$ cat config.mk
export PLATFORM = sky130hd
export DESIGN_NAME = circle_path_ctrl
export DESIGN_NICKNAME = d
export VERILOG_FILES = /design/src/rtl/circle_path_ctrl.sv
export SDC_FILE = /design/constraint.sdc
export NUM_CORES = 1
export LEC_CHECK = 0
export ABC_AREA = 1
export BUFFER_PORTS_ARGS = -buffer_cell sky130_fd_sc_hd__buf_2
export CORE_MARGIN = 5
export CORE_UTILIZATION = 64
export CTS_CLUSTER_SIZE = 10
export DETAILED_ROUTE_END_ITERATION = 7
export HOLD_SLACK_MARGIN = 0.12
export PLACE_DENSITY = 0.9
export SLEW_MARGIN = 20
export SYNTH_ARGS = -nofsm -noshare
export SYNTH_HDL_FRONTEND = slang
export SYNTH_SLANG_ARGS = --single-unit
$ cat constraint.sdc
create_clock -name clk -period 4.6 [get_ports clk]
set_clock_uncertainty 0.2 [all_clocks]
set_input_delay 0.92 -clock clk [delete_from_list [all_inputs] [get_ports clk]]
set_output_delay 0.92 -clock clk [all_outputs]
set_load 0.01 [all_outputs]
$ cat src/rtl/circle_path_ctrl.sv
// circle_path_ctrl
// Animation sequencer that walks one "circle" around a row of 7-seg digits.
// The upper row is traversed left-to-right and the lower row right-to-left.
// The outputs drive a bank of circle_on_seg encoders: en[i] selects digit i,
// and row is shared by all digits. Every output comes straight from a flop.

module circle_path_ctrl #(
    parameter int NUM_DIGITS = 4,
    parameter int TICK_DIV   = 50_000_000,
    localparam int POS_W     = (NUM_DIGITS > 1) ? $clog2(NUM_DIGITS) : 1
) (
    input  logic                  clk,
    input  logic                  rst_n,
    input  logic                  run,
    input  logic                  dir,
    input  logic                  blank,
    output logic                  row,
    output logic [NUM_DIGITS-1:0] en,
    output logic [POS_W-1:0]      pos,
    output logic                  step
);

    localparam int CNT_W = $clog2(TICK_DIV);
    localparam logic [CNT_W-1:0] CNT_LAST = CNT_W'(TICK_DIV - 1);
    localparam logic [POS_W-1:0] POS_LAST = POS_W'(NUM_DIGITS - 1);
    localparam logic [POS_W-1:0] POS_ONE  = POS_W'(1);

    logic [CNT_W-1:0]      cnt_q,  cnt_d;
    logic [POS_W-1:0]      pos_q,  pos_d;
    logic                  row_q,  row_d;
    logic                  step_q, step_d;
    logic [NUM_DIGITS-1:0] en_q,   en_d;
    logic                  tick;

    // Prescaler, path walk and enable decode for the next clock edge.
    always_comb begin
        cnt_d  = cnt_q;
        pos_d  = pos_q;
        row_d  = row_q;
        step_d = 1'b0;
        en_d   = '0;
        tick   = run && (cnt_q == CNT_LAST);

        // The count only moves while running, so a pause resumes mid-interval.
        if (run) begin
            if (tick) begin
                cnt_d = '0;
            end else begin
                cnt_d = cnt_q + CNT_W'(1);
            end
        end

        // The path is a ring of 2*NUM_DIGITS states; the ends of each row
        // turn the circle onto the other row instead of wrapping pos.
        if (tick) begin
            step_d = 1'b1;
            if (dir) begin
                if (row_q) begin
                    if (pos_q == POS_LAST) begin
                        row_d = 1'b0;
                    end else begin
                        pos_d = pos_q + POS_ONE;
                    end
                end else begin
                    if (pos_q == '0) begin
                        row_d = 1'b1;
                    end else begin
                        pos_d = pos_q - POS_ONE;
                    end
                end
            end else begin
                if (row_q) begin
                    if (pos_q == '0) begin
                        row_d = 1'b0;
                    end else begin
                        pos_d = pos_q - POS_ONE;
                    end
                end else begin
                    if (pos_q == POS_LAST) begin
                        row_d = 1'b1;
                    end else begin
                        pos_d = pos_q + POS_ONE;
                    end
                end
            end
        end

        // Enable follows the position being loaded this edge unless blanked.
        if (!blank) begin
            for (int i = 0; i < NUM_DIGITS; i++) begin
                en_d[i] = (pos_d == POS_W'(i));
            end
        end
    end

    // State registers with synchronous active-low reset to the top-left digit.
    always_ff @(posedge clk) begin
        if (!rst_n) begin
            cnt_q  <= '0;
            pos_q  <= '0;
            row_q  <= 1'b1;
            step_q <= 1'b0;
            en_q   <= NUM_DIGITS'(1);
        end else begin
            cnt_q  <= cnt_d;
            pos_q  <= pos_d;
            row_q  <= row_d;
            step_q <= step_d;
            en_q   <= en_d;
        end
    end

    assign row  = row_q;
    assign en   = en_q;
    assign pos  = pos_q;
    assign step = step_q;

endmodule

== Word-level counts from Yosys, hierarchy flattened ==
Cells that the tools add are included.

* Bits in registers: 34
* Latch bits: 0
* Memory bits (writable): 0
* Bits in read-only memories: 0
* Bits of input ports: 5
* Output and inout bits: 8
* Word-level logic and storage cells: 35
* Memories: 0

* Add/sub/neg operators: 3
* Multiply operators: 0
* Div/mod/pow operators: 0
* Magnitude comparators: 0
* Eq/ne operators: 5
* Shift-type cells: 0
* Multiplexer cells: 16
* Bitwise logic cells: 1
* Reduce and logical (&&, ||, !) cells: 4

{| class="wikitable"
|+ Operators with widths
! cell !! count
|-
| $add 26x1->26 const B || 1
|-
| $eq 26x26->1 const B || 1
|-
| $mux 26 || 1
|-
| $mux 2 || 6
|-
| $mux 1 || 9
|-
| $eq 2x2->1 const B || 3
|-
| $logic_not 2->1 || 2
|-
| $add 2x1->2 const B || 1
|-
| $eq 2x1->1 const B || 1
|-
| $reduce_or 2->1 || 1
|-
| $sub 2x1->2 const B || 1
|-
| $logic_and 1x1->1 || 1
|-
| $not 1->1 || 1
|}

== Logic depth before layout (Yosys ltp) ==
* Word-level depth: 7
* Mapped depth: 11

== Worst setup path before layout ==
No wires, ideal clock.

* Kind: input -> register
* From: input port run
* To: register cnt_q[22]
* Setup time: 0.115 ns
* Arrival: 1.836 ns
* Path slack: 2.449 ns
* Cell stages on the path: 11
* Path through: buf_4 > nand2_1 > nor2_1 > nand2_1 > nor2_2 > nand2_4 > nand2_8 > inv_6 > buf_6 > nand2_1 > nor2_1

* Word-level cells in the longest chain between the ends: 2

{| class="wikitable"
|+ Ends and longest elaborated chain
! item !! RTL line !! source
|-
| start: declaration || 14 || <nowiki>input logic run,</nowiki>
|-
| $logic_and 1x1->1 || 42 || <nowiki>tick = run && (cnt_q == CNT_LAST);</nowiki>
|-
| $mux 26 || 46 || <nowiki>if (tick) begin</nowiki>
|-
| end signal: assignment || 105 || <nowiki>cnt_q <= cnt_d;</nowiki>
|-
| end: declaration || 28 || <nowiki>logic [CNT_W-1:0] cnt_q, cnt_d;</nowiki>
|}

Parallel ways exist; a longest one is shown, timed or not.
A chain may end at the register's enable or synchronous reset.

== Worst setup path in the final report ==
* From: input port run
* To: register cnt_q[16]

Same word-level chain as after synthesis.

==> results_dict.tcl <==
set metrics [dict create \
    status "complete, no violations" \
    ys_ff_latch 34 \
    cts_tree "done" \
    final_cell_mix "nand2_1 (89), nor2_1 (59), inv_1 (35)" \
    cts_max_level 2 \
    gp_congestion 0.9174 \
    max_freq_mhz 486.4 \
    ant_nets 0 \
    critical_path_class "in2reg" \
    core_sq_mm 0.002781 \
    pwr_density_cell_mw_per_mm2 264.2 \
    grt_usage_pct 21.79 \
    clk_pin_slew_worst_paths_ns 0.10 \
    std_cell_rows 19 \
    rsz0062_at_grt "no" \
    synth.lib_cells_used.distinct 27 \
    start_kind "primary input" \
    dieArea_sq_mm 0.004115 \
    grt_pass1_wl_mm 7.217 \
    cp.required_ns 4.65 \
    finalSetupViolations 0 \
    clock_latency_ns 0.36 \
    via_per_inst 5.384 \
    power_leakage_nw 0.8589 \
    r2r-end "cnt_q[16]" \
    grt_antenna_before_repair 0 \
    period_share_pct 44.70 \
    cts_buffers 5 \
    postSynthCellCount 297 \
    ff2ff_path_depth 8 \
    worstSetupEndpointType "flop" \
    port_buffers 12 \
    firstDrtPassIters 6 \
    maxSlewViolCount 0 \
    grt_pass1_vias 1707 \
    maxCapViolCount 0 \
    postCtsResizedCells 0 \
    drc 0 \
    hp-class "reg2reg" \
    slew_headroom_pct 72.14 \
    numClockSinks 34 \
    r2r-start "cnt_q[0]" \
    hpwl_mm 3.161 \
    root_buffer "clkbuf_4" \
    num_vias 1863 \
    wl_per_cell_um 11.72 \
    final_common_cell "nand2_1" \
    fin_ws_ns 2.544 \
    final_nets 320 \
    fin_cells 346 \
    finalWirelength_mm 4.056 \
    arrival_ns 2.10 \
    cp-startpoint "run" \
    yosysWarnings 0 \
    antenna_cells 0 \
    worstSetupEndpoint "cnt_q[16]" \
    syn-num-nets 303 \
    io_pins 13 \
    die_h_um 64.15 \
    grt_max_degree 16 \
    clockBufferDepth 2 \
    grt_remaining_overflow 0 \
    cts_setup_buffers 0 \
    peakVddDrop_v 0.0003026 \
    die_w_um 64.15 \
    holdPathStages 2 \
    min_period_ns 2.056 \
    r2r_slack_ns 2.73 \
    pre_cts_ws_ns 2.200 \
    hold_viol 0 \
    start_util_pct 67.48 \
    area_growth_pct 8.400 \
    drt_iter0_drc 157 \
    worst_pin_slew_ns 0.4156 \
    drive_above_1_share_pct 12.70 \
    yosysSeqAreaShare_pct 36.27 \
    place_inst 338 \
    fillers 226 \
    cp_max_fo 8 \
    syn_area_sq_mm 0.001877 \
    setup_tns_ns 0 \
    cts_hold_buffers 0 \
    avgSynthCellArea_sq_um 6.319 \
]
[where the power goes]
part | internal (mW) | switching (mW) | total [mW]
sequential | 0.296 | 0.00148 | 0.298
clock | 0.112 | 0.107 | 0.219
combinational | 0.00697 | 0.0137 | 0.0207
total | 0.416 | 0.122 | 0.537
[worst min-delay path by stage]
| stage | start | end | slack [ns] |
|---|---|---|---|
| CTS | cnt_q[11] | cnt_q[11] | 0.33 |
| finish | cnt_q[11] | cnt_q[11] | 0.33 |
| global route | cnt_q[13] | cnt_q[13] | 0.36 |
| detailed placement | cnt_q[7] | cnt_q[7] | 0.31 |
| floorplan | cnt_q[7] | cnt_q[7] | 0.27 |
| global placement | cnt_q[12] | cnt_q[12] | 0.30 |
[cells by family after synthesis]
| family | Yosys count | share of synthesized area [%] |
|---|---|---|
| AO/OA/AOI/OAI | 19 | 5.333 |
| adder cells (fa/ha/maj) | 1 | 0.6666 |
| buffers and inverters | 40 | 8.867 |
| flip-flops | 34 | 36.27 |
| AND/OR/NAND/NOR | 201 | 47.93 |
| XOR/XNOR | 2 | 0.9335 |
[per-layer routing]
metal / track usage, % / share of wire [%]
met3: 6.830 / 6.5
met1: 27.08 / 45
met4: 7.634 / 1.8
met2: 35.55 / 47
met5: 0 / 0
[layout make-up]
class                      instances  area [sq um]  area share (%)
clock buffer                       5         37.54           1.845
clock inverter                     3         40.04           1.968
inverter                          38         147.6           7.257
multi-input combinational        223          1030           50.62
sequential                        34         680.7           33.46
tap                               31         38.79           1.907
timing repair buffer              12         60.06           2.952
[stage by stage]
step	area, sq um	hold WS (ns)	utilization, %	power, mW
floorplan	1877	0.2664	-	0.3194
global placement	1957	0.3015	70.36	0.3245
detailed placement	1957	0.3105	70.36	0.3251
CTS	2034	0.3293	73.14	0.5408
global route	2034	0.3582	73.14	0.5633
finish	2034	0.3304	73.14	0.5374
[cell usage after synthesis]
cell | instances | area [sq um]
dfxtp_1 | 34 | 680.7
inv_2 | 1 | 3.750
nand2_8 | 1 | 20.02
nor3_1 | 7 | 35.03
inv_6 | 1 | 8.760
nand2_4 | 1 | 11.26
nor3_2 | 3 | 30.03
buf_4 | 1 | 7.510
clkinv_1 | 1 | 3.750
a21oi_1 | 9 | 45.04
ha_1 | 1 | 12.51
nand2_1 | 89 | 334.1
or2_2 | 2 | 12.51
xnor2_1 | 1 | 8.760
nor3b_1 | 1 | 7.510
xor2_1 | 1 | 8.760
nand4_1 | 3 | 18.77
nor2_1 | 59 | 221.5
nand2_2 | 3 | 18.77
nand3_1 | 24 | 120.1
nor2_4 | 4 | 45.04
o21ai_0 | 7 | 35.03
buf_6 | 1 | 11.26
o21a_1 | 1 | 7.510
nor2_2 | 4 | 25.02
inv_1 | 35 | 131.4
a31oi_1 | 2 | 12.51
[critical path, cell delays in order]
cell and delay, ns:
buf_2 0.17, nand2_1 0.14, nor2_4 0.15, nand3_1 0.15, nor2_2 0.21, nand2_1 0.10
o21ai_0 0.20, nor2_1 0.07
[state kept, by name, summed over array words and instances (netlist names)]
register  cells
cnt_q        26
en            4
pos           2
row           1
step          1
Note: power is estimated with default switching activity, not from simulation.
